**config.mk**
```make
export PLATFORM = sky130hd
export DESIGN_NAME = amount_entry_flat
export DESIGN_NICKNAME = d
export VERILOG_FILES = /design/src/rtl/amount_pkg.sv /design/src/rtl/amount_entry_if.sv /design/src/rtl/amount_entry_timer.sv /design/src/rtl/amount_entry.sv /design/src/flat_wrapper.sv
export SDC_FILE = /design/constraint.sdc
export NUM_CORES = 1
export LEC_CHECK = 0
export ABC_AREA = 1
export BUFFER_PORTS_ARGS = -buffer_cell sky130_fd_sc_hd__buf_2
export CORE_MARGIN = 2
export CORE_UTILIZATION = 60
export CTS_BUF_LIST = sky130_fd_sc_hd__clkbuf_4
export DETAILED_ROUTE_END_ITERATION = 10
export GPL_TIMING_DRIVEN = 0
export PLACE_DENSITY_LB_ADDON = 0.2
export SLEW_MARGIN = 20
export SYNTH_ARGS = -nofsm -noshare
export SYNTH_HDL_FRONTEND = slang
export SYNTH_SLANG_ARGS = --single-unit
```
**constraint.sdc**
```tcl
create_clock -name clk -period 3.61 [get_ports clk]
set_input_delay 0.5415 -clock clk [delete_from_list [all_inputs] [get_ports clk]]
set_output_delay 0.5415 -clock clk [all_outputs]
set_load 0.005 [all_outputs]
```
**src/rtl/amount_pkg.sv**
```systemverilog
// Shared definitions for the amount entry path and the display path.
package amount_pkg;

  localparam int unsigned DIGIT_W            = 4;
  localparam int unsigned VALUE_W            = 7;
  localparam int unsigned MAX_AMOUNT_DEFAULT = 59;

  localparam logic [3:0] KEY_CLEAR = 4'd10;
  localparam logic [3:0] KEY_ENTER = 4'd11;

  typedef enum logic [2:0] {
    ST_EMPTY   = 3'd0,
    ST_ONE     = 3'd1,
    ST_TWO     = 3'd2,
    ST_CONVERT = 3'd3,
    ST_RESULT  = 3'd4
  } state_t;

  // Two-digit BCD entry as shown on the display.
  typedef struct packed {
    logic [DIGIT_W-1:0] tens;
    logic [DIGIT_W-1:0] ones;
  } bcd_entry_t;

  // tens*10 + ones without a multiplier: tens*8 + tens*2 + ones.
  function automatic logic [VALUE_W-1:0] bcd_to_bin(input bcd_entry_t d);
    return (VALUE_W'(d.tens) << 3) + (VALUE_W'(d.tens) << 1) + VALUE_W'(d.ones);
  endfunction

endpackage

```
**src/rtl/amount_entry_if.sv**
```systemverilog
// Keypad / controller / display bundle for amount_entry.
interface amount_entry_if #(
  parameter int unsigned WIDTH = 6
) ();

  logic             key_valid;
  logic [3:0]       key_code;
  logic             amount_ready;
  logic [WIDTH-1:0] amount;
  logic             amount_valid;
  logic [3:0]       disp_tens;
  logic [3:0]       disp_ones;
  logic             entry_err;

  // Keypad and controller side.
  modport master (
    output key_valid, key_code, amount_ready,
    input  amount, amount_valid, disp_tens, disp_ones, entry_err
  );

  // Entry block side.
  modport slave (
    input  key_valid, key_code, amount_ready,
    output amount, amount_valid, disp_tens, disp_ones, entry_err
  );

endinterface

```
**src/rtl/amount_entry_timer.sv**
```systemverilog
// Inactivity counter for a partial keypad entry.
module amount_entry_timer #(
  parameter int unsigned TIMEOUT_CYCLES = 1000
) (
  input  logic clk,
  input  logic rst_n,
  input  logic run,
  input  logic restart,
  output logic expire
);

  localparam int unsigned CNT_W = (TIMEOUT_CYCLES > 1) ? $clog2(TIMEOUT_CYCLES) : 1;
  localparam logic [CNT_W-1:0] LAST = CNT_W'(TIMEOUT_CYCLES - 1);

  logic [CNT_W-1:0] cnt;

  // Fires on the cycle the idle count reaches its limit with no key arriving.
  assign expire = run && !restart && (cnt == LAST);

  // Count idle cycles while running; any key or a stop returns to zero.
  always_ff @(posedge clk or negedge rst_n) begin
    if (!rst_n) begin
      cnt <= '0;
    end else if (!run || restart || expire) begin
      cnt <= '0;
    end else begin
      cnt <= cnt + CNT_W'(1);
    end
  end

endmodule

```
**src/rtl/amount_entry.sv**
```systemverilog
// Keypad-to-amount entry: two BCD digits -> binary amount under valid/ready.
// Optional inactivity timeout enabled by defining AMOUNT_ENTRY_TIMEOUT_EN.
module amount_entry
  import amount_pkg::*;
#(
  parameter int unsigned WIDTH          = 6,
  parameter int unsigned MAX_AMOUNT     = MAX_AMOUNT_DEFAULT,
  parameter int unsigned TIMEOUT_CYCLES = 1000
) (
  input logic           clk,
  input logic           rst_n,
  amount_entry_if.slave bus
);

  state_t             state_q, state_d;
  bcd_entry_t         digits_q, digits_d;
  logic [WIDTH-1:0]   amount_q, amount_d;
  logic               valid_q, valid_d;
  logic               err_q, err_d;
  logic [VALUE_W-1:0] value;
  logic               key_digit, key_clear, key_enter;
  logic               expire;

  if (TIMEOUT_CYCLES == 0 || MAX_AMOUNT > 99 || MAX_AMOUNT >= (1 << WIDTH)) begin : g_bad_cfg
    $error("amount_entry: invalid WIDTH/MAX_AMOUNT/TIMEOUT_CYCLES combination");
  end

`ifdef AMOUNT_ENTRY_TIMEOUT_EN
  logic timer_run;
  assign timer_run = (state_q == ST_ONE) || (state_q == ST_TWO);

  amount_entry_timer #(
    .TIMEOUT_CYCLES(TIMEOUT_CYCLES)
  ) u_timer (
    .clk     (clk),
    .rst_n   (rst_n),
    .run     (timer_run),
    .restart (bus.key_valid),
    .expire  (expire)
  );
`else
  assign expire = 1'b0;
`endif

  assign key_digit = bus.key_valid && (bus.key_code <= 4'd9);
  assign key_clear = bus.key_valid && (bus.key_code == KEY_CLEAR);
  assign key_enter = bus.key_valid && (bus.key_code == KEY_ENTER);
  assign value     = bcd_to_bin(digits_q);

  assign bus.amount       = amount_q;
  assign bus.amount_valid = valid_q;
  assign bus.disp_tens    = digits_q.tens;
  assign bus.disp_ones    = digits_q.ones;
  assign bus.entry_err    = err_q;

  // State and registered outputs.
  always_ff @(posedge clk or negedge rst_n) begin
    if (!rst_n) begin
      state_q  <= ST_EMPTY;
      digits_q <= '0;
      amount_q <= '0;
      valid_q  <= 1'b0;
      err_q    <= 1'b0;
    end else begin
      state_q  <= state_d;
      digits_q <= digits_d;
      amount_q <= amount_d;
      valid_q  <= valid_d;
      err_q    <= err_d;
    end
  end

  // Next-state and next-output decode.
  always_comb begin
    state_d  = state_q;
    digits_d = digits_q;
    amount_d = amount_q;
    valid_d  = valid_q;
    err_d    = 1'b0;
    case (state_q)
      ST_EMPTY: begin
        if (key_clear) begin
          digits_d = '0;
        end else if (key_digit) begin
          digits_d.tens = '0;
          digits_d.ones = bus.key_code;
          state_d       = ST_ONE;
        end else if (key_enter) begin
          err_d = 1'b1;
        end
      end
      ST_ONE: begin
        if (key_clear || expire) begin
          digits_d = '0;
          state_d  = ST_EMPTY;
        end else if (key_digit) begin
          digits_d.tens = digits_q.ones;
          digits_d.ones = bus.key_code;
          state_d       = ST_TWO;
        end else if (key_enter) begin
          state_d = ST_CONVERT;
        end
      end
      ST_TWO: begin
        if (key_clear || expire) begin
          digits_d = '0;
          state_d  = ST_EMPTY;
        end else if (key_digit) begin
          err_d = 1'b1;
        end else if (key_enter) begin
          state_d = ST_CONVERT;
        end
      end
      ST_CONVERT: begin
        // Keys are not looked at during the single conversion cycle.
        if (value > VALUE_W'(MAX_AMOUNT)) begin
          err_d    = 1'b1;
          digits_d = '0;
          state_d  = ST_EMPTY;
        end else begin
          amount_d = WIDTH'(value);
          valid_d  = 1'b1;
          state_d  = ST_RESULT;
        end
      end
      ST_RESULT: begin
        // Transfer or abandon; amount itself keeps its last value.
        if (key_clear || bus.amount_ready) begin
          valid_d  = 1'b0;
          digits_d = '0;
          state_d  = ST_EMPTY;
        end
      end
      default: begin
        state_d  = ST_EMPTY;
        digits_d = '0;
        valid_d  = 1'b0;
      end
    endcase
  end

endmodule

```
**src/flat_wrapper.sv**
```systemverilog
// flat-port wrapper written by rule: the top's interface ports become plain ports
module amount_entry_flat import amount_pkg::*;
#(
  parameter int unsigned WIDTH          = 6,
  parameter int unsigned MAX_AMOUNT     = MAX_AMOUNT_DEFAULT,
  parameter int unsigned TIMEOUT_CYCLES = 1000
)
  (clk, rst_n, bus_key_valid, bus_key_code, bus_amount_ready, bus_amount, bus_amount_valid, bus_disp_tens, bus_disp_ones, bus_entry_err);
  amount_entry_if #(.WIDTH(WIDTH)) bus_i ();
  input logic clk;
  input logic rst_n;
  input wire logic [$bits(bus_i.key_valid)-1:0] bus_key_valid;
  input wire logic [$bits(bus_i.key_code)-1:0] bus_key_code;
  input wire logic [$bits(bus_i.amount_ready)-1:0] bus_amount_ready;
  output wire logic [$bits(bus_i.amount)-1:0] bus_amount;
  output wire logic [$bits(bus_i.amount_valid)-1:0] bus_amount_valid;
  output wire logic [$bits(bus_i.disp_tens)-1:0] bus_disp_tens;
  output wire logic [$bits(bus_i.disp_ones)-1:0] bus_disp_ones;
  output wire logic [$bits(bus_i.entry_err)-1:0] bus_entry_err;
  assign bus_i.key_valid = bus_key_valid;
  assign bus_i.key_code = bus_key_code;
  assign bus_i.amount_ready = bus_amount_ready;
  assign bus_amount = bus_i.amount;
  assign bus_amount_valid = bus_i.amount_valid;
  assign bus_disp_tens = bus_i.disp_tens;
  assign bus_disp_ones = bus_i.disp_ones;
  assign bus_entry_err = bus_i.entry_err;
  amount_entry #(.WIDTH(WIDTH), .MAX_AMOUNT(MAX_AMOUNT), .TIMEOUT_CYCLES(TIMEOUT_CYCLES)) u_core (.clk(clk), .rst_n(rst_n), .bus(bus_i));
endmodule
```
== Word level (Yosys, flattened, before mapping) ==
Cells that the tools add are included.

* Bits of input ports: 8
* Word-level logic and storage cells: 65
* Output and inout bits: 16
* Memories kept: 0
* Latch bits: 0
* Memory bits (writable): 0
* ROM bits: 0
* Register bits after elaboration: 19

* Multiplexer cells: 28
* $add $sub $neg: 2
* Equal/unequal tests: 15
* Magnitude comparators: 2
* Shift operators: 0
* Bitwise gates (word level): 2
* $mul: 0
* Div/mod/pow operators: 0
* Reductions and logical operators: 10

{| class="wikitable"
|+ Operator list
! cell !! count
|-
| $mux 8 || 7
|-
| $pmux 8 s5 || 1
|-
| $mux 3 || 9
|-
| $pmux 3 s5 || 1
|-
| $eq 4x4->1 const B || 2
|-
| $mux 1 || 8
|-
| $ne 2x1->1 const B || 4
|-
| $add 7x4->7 || 1
|-
| $add 7x5->7 || 1
|-
| $gt 7x6->1 const B || 1
|-
| $eq 3x2->1 const B || 2
|-
| $ne 3x1->1 const B || 2
|-
| $pmux 1 s3 || 2
|-
| $reduce_and 5->1 || 1
|-
| $le 4x4->1 const B || 1
|-
| $ne 2x2->1 const B || 2
|-
| $reduce_and 4->1 || 1
|-
| $eq 3x1->1 const B || 1
|-
| $eq 3x3->1 const B || 1
|-
| $logic_and 1x1->1 || 3
|-
| $logic_not 3->1 || 1
|-
| $ne 3x3->1 const B || 1
|-
| $reduce_and 3->1 || 1
|-
| $reduce_or 3->1 || 1
|-
| 3 further kinds || 4
|}

== Longest topological paths before layout ==
Gate-level depths: netlist (run 1).

* Depth in word-level cells: 6
* Mapped depth: 13
* Mapped depth without buffers: 13

== Worst setup path after synthesis (run 1) ==
No wires, ideal clock.

* Kind: reg-to-reg
* Start: reg u_core.digits_q (netlist bit u_core.bus.disp_ones[3])
* End: reg u_core.valid_q, in the netlist u_core.bus.amount_valid
* Setup time: 119 ps
* Stages on the path, launching flop included: 9
* Buffers on the path: 1
* Path slack: 1395 ps
* Clock period less this slack: 2215 ps
* Arrival time: 2096 ps
* Required time: 3491 ps
* Cells stage by stage: dfrtp_1 -> fa_1 -> fa_1 -> nand2_1 -> nor2_2 -> nand3_2 -> nand3_4 -> buf_6 -> nand2_1

* Word-level cells in the longest chain between the ends: 4

{| class="wikitable"
|+ RTL lines
! element !! RTL line !! text
|-
| from (decl) || amount_entry.sv:16 || <nowiki>bcd_entry_t digits_q, digits_d;</nowiki>
|-
| from (signal assigned) || amount_entry.sv:66 || <nowiki>digits_q <= digits_d;</nowiki>
|-
| $add 7x4->7 || amount_pkg.sv:27 || <nowiki>return (VALUE_W'(d.tens) << 3) + (VALUE_W'(d.tens) << 1) + VALUE_W'(d.ones);</nowiki>
|-
| via u_core.value[3] || amount_entry.sv:20 || <nowiki>logic [VALUE_W-1:0] value;</nowiki>
|-
| $gt 7x6->1 || amount_entry.sv:116 || <nowiki>if (value > VALUE_W'(MAX_AMOUNT)) begin</nowiki>
|-
| $ne 2x2->1 (no source line) || n/a ||
|-
| $reduce_and 3->1 (no source line) || n/a ||
|-
| to (signal assigned) || amount_entry.sv:68 || <nowiki>valid_q <= valid_d;</nowiki>
|-
| to (decl) || amount_entry.sv:18 || <nowiki>logic valid_q, valid_d;</nowiki>
|}

The timed path passes the listed nets, and every way through them passes these cells.
A chain may end at the register's enable or synchronous reset.

== Worst setup path in the final report (run 1) ==
* Start: reg u_core.digits_q (netlist bit u_core.bus.disp_ones[3])
* End: reg u_core.digits_q (netlist bit u_core.bus.disp_ones[1])

* Word-level cells in the longest chain between the ends: 4

{| class="wikitable"
|+ RTL lines
! element !! RTL line
|-
| $add 7x4->7 || amount_pkg.sv:27
|-
| via u_core.value[3] || amount_entry.sv:20
|-
| $gt 7x6->1 || amount_entry.sv:116
|-
| $ne 2x1->1 (no source line) || n/a
|-
| $reduce_and 5->1 (no source line) || n/a
|}

The timed path passes the listed nets, and every way through them passes these cells.

==> results of run 1 <==
==> per-stage QoR <==
stage / cell area, um2 / utilization / hold WS, ns
6_report: 1480 / 0.738 / 0.162
5_1_grt: 1480 / 0.738 / 0.193
4_1_cts: 1480 / 0.738 / 0.176
3_5_place_dp: 1450 / 0.724 / 0.463
3_3_place_gp: 1450 / 0.724 / 0.452
2_1_floorplan: 1300 / - / 0.246
==> logic make-up (layout without fill, tap and decap cells) <==
| kind of cell | Yosys count | in the layout | share of synthesized area |
|---|---|---|---|
| adder cells (fa/ha/maj) | 9 | 9 | 0.0982 |
| AND/OR/NAND/NOR | 95 | 95 | 0.378 |
| flip-flops | 19 | 19 | 0.366 |
| buffers and inverters | 23 | 50 | 0.0837 |
| AO/OA/AOI/OAI | 14 | 14 | 0.0741 |
==> worst register-to-register path, stage by stage (launching register included) <==
cell	delay (ns)
dfrtp_1	0.45
fa_1	0.55
fa_1	0.60
nand2_1	0.09
nor2_2	0.12
nand3_2	0.12
nand3_4	0.13
buf_8	0.15
nand3_1	0.09
nand2_1	0.08
==> path summary, 6_finish.rpt <==
kind / from / end / slack, ns / depth (start not counted)
max in group asynchronous: rst_n / u_core.bus.disp_ones[3] / 3.15 / 1
min in group clk: u_core.bus.amount[5] / u_core.bus.amount[5] / 0.49 / 2
worst max register to register: u_core.bus.disp_ones[3] / u_core.bus.disp_ones[1] / 1.20 / 9
worst min register to register: u_core.bus.amount[5] / u_core.bus.amount[5] / 0.49 / 2
worst max-delay path: u_core.bus.disp_ones[3] / u_core.bus.disp_ones[1] / 1.20 / 9
worst min-delay path: rst_n / u_core.bus.amount[4] / 0.16 / 1
==> sequential cells by signal, summed over array words and instances (netlist names) <==
name,count
u_core.bus.amount,6
u_core.bus.amount_valid,1
u_core.bus.disp_ones,4
u_core.bus.disp_tens,4
u_core.bus.entry_err,1
u_core.state_q,3
==> layout make-up <==
type	count	area, um2
Fill cell	160	526
Clock inverter	1	5.00
Timing Repair Buffer	23	115
Inverter	20	75.1
Clock buffer	3	22.5
Tap cell	27	33.8
Multi-Input combinational cell	118	716
Sequential cell	19	475
Buffer	3	33.8
==> metal layers <==
metal / part of all wire / GRT usage
met3: 0.045 / 0.0417
met4: 0.012 / 0.0856
met1: 0.43 / 0.297
met2: 0.51 / 0.421
met5: 0 / 0
==> synth_stat cells <==
cell / number
nand2_4: 1
nand2_2: 7
nand2_1: 43
a21oi_1: 4
o211ai_1: 1
nand3_2: 2
buf_6: 1
inv_1: 15
o21ai_2: 6
nand3_4: 2
nor2_2: 2
a31oi_1: 1
nor2_1: 14
nand2b_1: 1
nor3_1: 1
nor3_2: 2
ha_1: 7
o21ai_1: 1
inv_2: 5
nor2_8: 1
nor2_4: 1
nand3b_1: 1
nand3_1: 17
buf_8: 1
dfrtp_1: 19
o21ai_0: 1
buf_4: 1
fa_1: 2
==> report_power, final <==
part / switching (mW) / total (mW) / internal (mW)
sequential: 0.0612 / 0.349 / 0.288
clock: 0.0676 / 0.109 / 0.0413
combinational: 0.390 / 0.640 / 0.250
total: 0.519 / 1.10 / 0.579
==> results.md, run 1 <==
* Status: finished clean
* Row count at 16
* Synth unique cells at 28
* Ys Warns at 0
* Area growth syn-to-layout at 13.6%
* Post-Place Cells at 210
* CP endpoint kind: flop
* DRT antenna net count at 0
* Grt ovf at 0
* Nets at 205
* Vias/cell at 5.20
* Required time worst endpoint at 3.86 ns
* Worst-path cell chain: fa_1 -> fa_1 -> nand2_1 -> nor2_2 -> nand3_2 -> nand3_4 -> buf_8 -> nand3_1 -> nand2_1
* Initial Utilization at 0.649
* Worst-Margin Slew at 0.430 ns
* Worst skew pair latency at roughly 0.3 ns
* # setup viols final at 0
* Share of layout cells above drive strength 1 at 0.316
* H-tree levels at 1
* Syn nets at 177
* Core ar. at ~0.002 mm2
* Most frequent cells in the layout: 43 x nand2_1, 23 x buf_2, 19 x dfrtp_1
* Worst IR Drop VDD at 0.472 mV
* Final WL at 2.63 mm
* P_leak at roughly 0.83 nW
* Post-CTS Hold Buffers at 0
* Total Power at roughly 1.1 mW
* Pre-CTS setup slack at 1.20 ns
* CP Data Arrival Time at around 2.7 ns
* Post-cts gate resize count at 0
* Sequential share of the synthesized area at 0.366
* Clk_skew at 0.00365 ns
* DRC at 0
* Post-CTS Setup Inserts at 0
* Ranking of synthesized cells by area: dfrtp_1 37%, nand2_1 12%, ha_1 6.7%
* Largest net degree at the start of global routing at 20
* Clock Sinks at 19
* Avg Cell Area, Syn at 8.12 um2
* Max_slew headroom at 0.714
* Min Tclk post-route at 2.41 ns
* Mapped Cells at 160
* Max-Cap Viols at 0
* Vias in the first global route at 1045
* Detail Placement HPWL at 2.09 mm
* Power per cell area at ~740 mW/mm2
* Pins Over Slew Limit at 0
* Most common cell after layout, fill and taps aside: nand2_1
* Total die area at 0.00255 mm2
* Final Hold Viols at 0
* Non-Filler Instances at 214
* Via Count at between 1000 and 1500
* Root Buffer: clkbuf_4
* WS Path Type: flop to flop
* DR WL/cell at between 10 and 15 um
* Drt pass-1 iters at 4
* Period utilisation layout at 0.669
* CP Max Fanout at 10
* Post-Syn Area at roughly 0.0013 mm2
* Share of the synthesized area in the top cell type at 0.366
* Die height at 50.5 um
* Fmax at between 0.4 and 0.5 GHz
* Initial antenna violation count at 0
* Gp weighted congestion at roughly 0.82
* Cell taking the most area after synthesis: dfrtp_1
* Antenna cell count at 0
* #FFs+latches synth at 19
* CTS max path bufs at 2
* Total CTS buffers at 3
* Die X at between 50 and 60 um
* Setup TNS at 0 ns
* Worst min path class: input pin to async pin
* Clock tree from TritonCTS: yes
* First DRT Iteration DRCs at 20
* RSZ-0062 raised after global routing: false
* Top delay family on crit path: adder cells
* Port bufs at 23
* Setup slack after layout at ~1.2 ns
* Total track usage at 0.240
* Crit start category: flop
* Crit path buffers/inverters at 1
* Global-route wire length before repair at about 4.6 mm
* Worst-path clk slew at 0.11 ns
* I/O pin count at 24
* CP max stage delay at 0.60 ns
* Crit path max-delay cell type: fa_1
No activity file was read; power rests on OpenSTA's default activity.
==> run 2, diff against run 1 <==
--- a/config.mk
+++ b/config.mk
@@ -8,7 +8,7 @@
 export ABC_AREA = 1
 export BUFFER_PORTS_ARGS = -buffer_cell sky130_fd_sc_hd__buf_2
 export CORE_MARGIN = 2
-export CORE_UTILIZATION = 60
+export CORE_UTILIZATION = 51
 export CTS_BUF_LIST = sky130_fd_sc_hd__clkbuf_4
 export DETAILED_ROUTE_END_ITERATION = 10
 export GPL_TIMING_DRIVEN = 0
==> constraint.sdc (replaced) <==
create_clock -name clk -period 2 [get_ports clk]
set_input_delay 0.3 -clock clk [delete_from_list [all_inputs] [get_ports clk]]
set_output_delay 0.3 -clock clk [all_outputs]
set_load 0.005 [all_outputs]
==> results.md, run 2 (synthesis results as in run 1) <==
* Initial antenna violation count at 0 (unchanged)
* Switching pwr at 1.01 mW (was 0.519 mW)
* Required time worst endpoint at 2.25 ns (was 3.86 ns)
* Die X at 54.5 um (was 50.5 um)
* Failing checks: negative setup slack
* Crit path max-delay cell type: fa_2 (was fa_1)
* Worst skew pair latency at 0.30 ns (about the same)
* Worst min path class: input pin to flop (was input pin to async pin)
* Sw Share at 0.473 (about the same)
* Status: finished, violations left (was finished clean)
* Most common cell after layout, fill and taps aside: nand2_1 (unchanged)
* Total track usage at 0.227 (was 0.240)
* Total Power at 2.13 mW (was 1.10 mW)
* Combinational fraction of design power at 0.615 (was 0.583)
* H-tree levels at 1 (unchanged)
* Power per cell area at 1340 mW/mm2 (was 744 mW/mm2)
* DRC at 0 (unchanged)
* WS Path Type: flop to flop (unchanged)
* CP max stage delay at 0.58 ns (was 0.60 ns)
* Pins Over Slew Limit at 0 (unchanged)
* Via Count at 1169 (was 1113)
* P_leak at 0.881 nW (was 0.832 nW)
* Setup TNS at -4.08 ns (was 0 ns)
* Final Hold Viols at 0 (unchanged)
* Design Area, Final at 0.00159 mm2 (was 0.00148 mm2)
* CP Max Fanout at 10 (unchanged)
* First DRT Iteration DRCs at 20 (unchanged)
* Final WL at 2.95 mm (was 2.63 mm)
* Worst-Margin Slew at 0.433 ns (was 0.430 ns)
* Row count at 18 (was 16)
* Max-Cap Viols at 0 (unchanged)
* Crit start category: flop (unchanged)
* Die height at 54.5 um (was 50.5 um)
* Port bufs at 23 (unchanged)
* Sequential power share at 0.292 (was 0.318)
* Cell-internal power at 1.12 mW (was 0.579 mW)
* Fillcell total at 222 (was 160)
* Area growth syn-to-layout at 22.0% (was 13.6%)
* Post-DP Area at 0.00148 mm2 (was 0.00145 mm2)
* Clock network fraction of design power at 0.093 (was 0.099)
* CP endpoint kind: flop (unchanged)
* Antenna cell count at 0 (unchanged)
* Period utilisation layout at 1.13 (was 0.669)
* Grt ovf at 0 (unchanged)
* Max_slew headroom at 0.711 (was 0.714)
* CTS max path bufs at 2 (unchanged)
* Clk_skew at 0.00391 ns (was 0.00365 ns)
* Worst-path cell chain: fa_1 -> fa_2 -> nand2_2 -> nor2_2 -> nand3_2 -> nand3_4 -> buf_8 -> nand3_2 -> nand2_1 (was fa_1 -> fa_1 -> nand2_1 -> nor2_2 -> nand3_2 -> nand3_4 -> buf_8 -> nand3_1 -> nand2_1)
* # setup viols final at 17 (was 0)
* RSZ-0062 raised after global routing: true (was false)
* Worst IR Drop VDD at 0.835 mV (was 0.472 mV)
* Clock tree from TritonCTS: yes (unchanged)
* Fmax at 0.441 GHz (was 0.414 GHz)
* Vias/cell at 5.17 (was 5.20)
* Core ar. at 0.00245 mm2 (was 0.00200 mm2)
* Total die area at 0.00297 mm2 (was 0.00255 mm2)
* Total CTS buffers at 3 (unchanged)
* Min Tclk post-route at 2.27 ns (was 2.41 ns)
* Min Hold Slack at 0.338 ns (was 0.162 ns)
* Root Buffer: clkbuf_4 (unchanged)
* Post-Place Cells at 213 (was 210)
* Share of layout cells above drive strength 1 at 0.388 (was 0.316)
* I/O pin count at 24 (unchanged)
* Setup slack after layout at -0.269 ns (was 1.20 ns)
* CP dominant cell by count: nand3_2
* Global-route wire length before repair at 4.79 mm (was 4.59 mm)
* Worst-path clk slew at 0.11 ns (about the same)
* Largest net degree at the start of global routing at 20 (unchanged)
* Most frequent cells in the layout: 39 x nand2_1, 23 x buf_2, 19 x dfrtp_1 (was 43 x nand2_1, 23 x buf_2, 19 x dfrtp_1)
* Vias in the first global route at 1056 (was 1045)
* DR WL/cell at 13.1 um (was 12.3 um)
* Clock Sinks at 19 (unchanged)
* DRT antenna net count at 0 (unchanged)
* Non-Filler Instances at 226 (was 214)
* Initial Utilization at 0.530 (was 0.649)
* Drt pass-1 iters at 4 (unchanged)
* CP Data Arrival Time at 2.52 ns (was 2.66 ns)
* Gp weighted congestion at 0.822 (was 0.819)
* Nets at 214 (was 205)
* Detail Placement HPWL at 2.18 mm (was 2.09 mm)
* Max reg flops at 6 (unchanged)
-- run 2: cell types whose count changed in the layout (fill, tap and decap cells not counted) --
| cell | delta |
|---|---|
| buf_4 | +8 |
| buf_6 | -1 |
| buf_8 | +1 |
| dlygate4sd3_1 | +1 |
| fa_1 | -1 |
| fa_2 | +1 |
| nand2_1 | -4 |
| nand2_2 | +4 |
| nand3_1 | -4 |
| nand3_2 | +4 |
-- run 2: stage by stage --
stage                     setup WS, ns  utilization
final                           -0.269        0.646
after global routing            -0.387        0.646
after CTS                       -0.274        0.645
after detailed placement        -0.296        0.601
after global placement          -0.283        0.601
after floorplan                 -0.164            -
-- run 2: critical path, delay by kind of cell (launching register included) --
| kind | cells | cell delay (ns) |
|---|---|---|
| buffers and inverters | 1 | 0.15 |
| flip-flops | 1 | 0.42 |
| adder cells (fa/ha/maj) | 2 | 1.11 |
| AND/OR/NAND/NOR | 6 | 0.52 |
-- run 2: path summary, 6_finish.rpt --
kind | start | end | slack, ns | cells after the start
hold reg to reg | u_core.bus.amount[1] | u_core.bus.amount[1] | 0.49 | 2
setup reg to reg | u_core.bus.disp_ones[3] | u_core.bus.disp_tens[1] | -0.27 | 9
hold / removal | bus_key_valid | u_core.bus.entry_err | 0.34 | 3
max in group asynchronous | rst_n | u_core.bus.disp_tens[0] | 1.24 | 2
setup / recovery | u_core.bus.disp_ones[3] | u_core.bus.disp_tens[1] | -0.27 | 9
min in group asynchronous | rst_n | u_core.bus.amount_valid | 0.46 | 2
-- run 2: final cells by class --
cell class | count | area, um2 | area share
Multi-Input combinational cell | 118 | 748 | 0.472
Sequential cell | 19 | 475 | 0.300
Timing Repair Buffer | 32 | 185 | 0.117
Inverter | 20 | 75.1 | 0.0473
Buffer | 3 | 37.5 | 0.0237
Tap cell | 30 | 37.5 | 0.0237
Clock buffer | 3 | 22.5 | 0.0142
Clock inverter | 1 | 5.00 | 0.00315
-- run 2: layer usage --
layer	vias to the layer above	GRT usage	share of wire
met5	-	0	0
met2	22	0.347	0.49
li1	586	-	-
met4	0	0.0792	0.018
met3	7	0.0464	0.038
met1	554	0.319	0.46
-- run 2: power by group through the flow --
stage	registers [mW]	clock network [mW]	logic, mW
4_1_cts	0.619	0.204	1.29
5_1_grt	0.642	0.222	1.46
2_1_floorplan	0.636	0	0.897
3_3_place_gp	0.635	0	1.16
6_report	0.621	0.198	1.31
3_5_place_dp	0.645	0	1.19
-- run 2: what timing repair did --
| item | CTS | global route |
|---|---|---|
| buffers inserted | 8 | 0 |
| hold buffers | 1 | 0 |
| gates resized for setup | 4 | 1 |
| pin swaps | 1 | 4 |
| endpoints found under the hold margin | 19 | 0 |
| setup endpoints to repair | 17 | 17 |
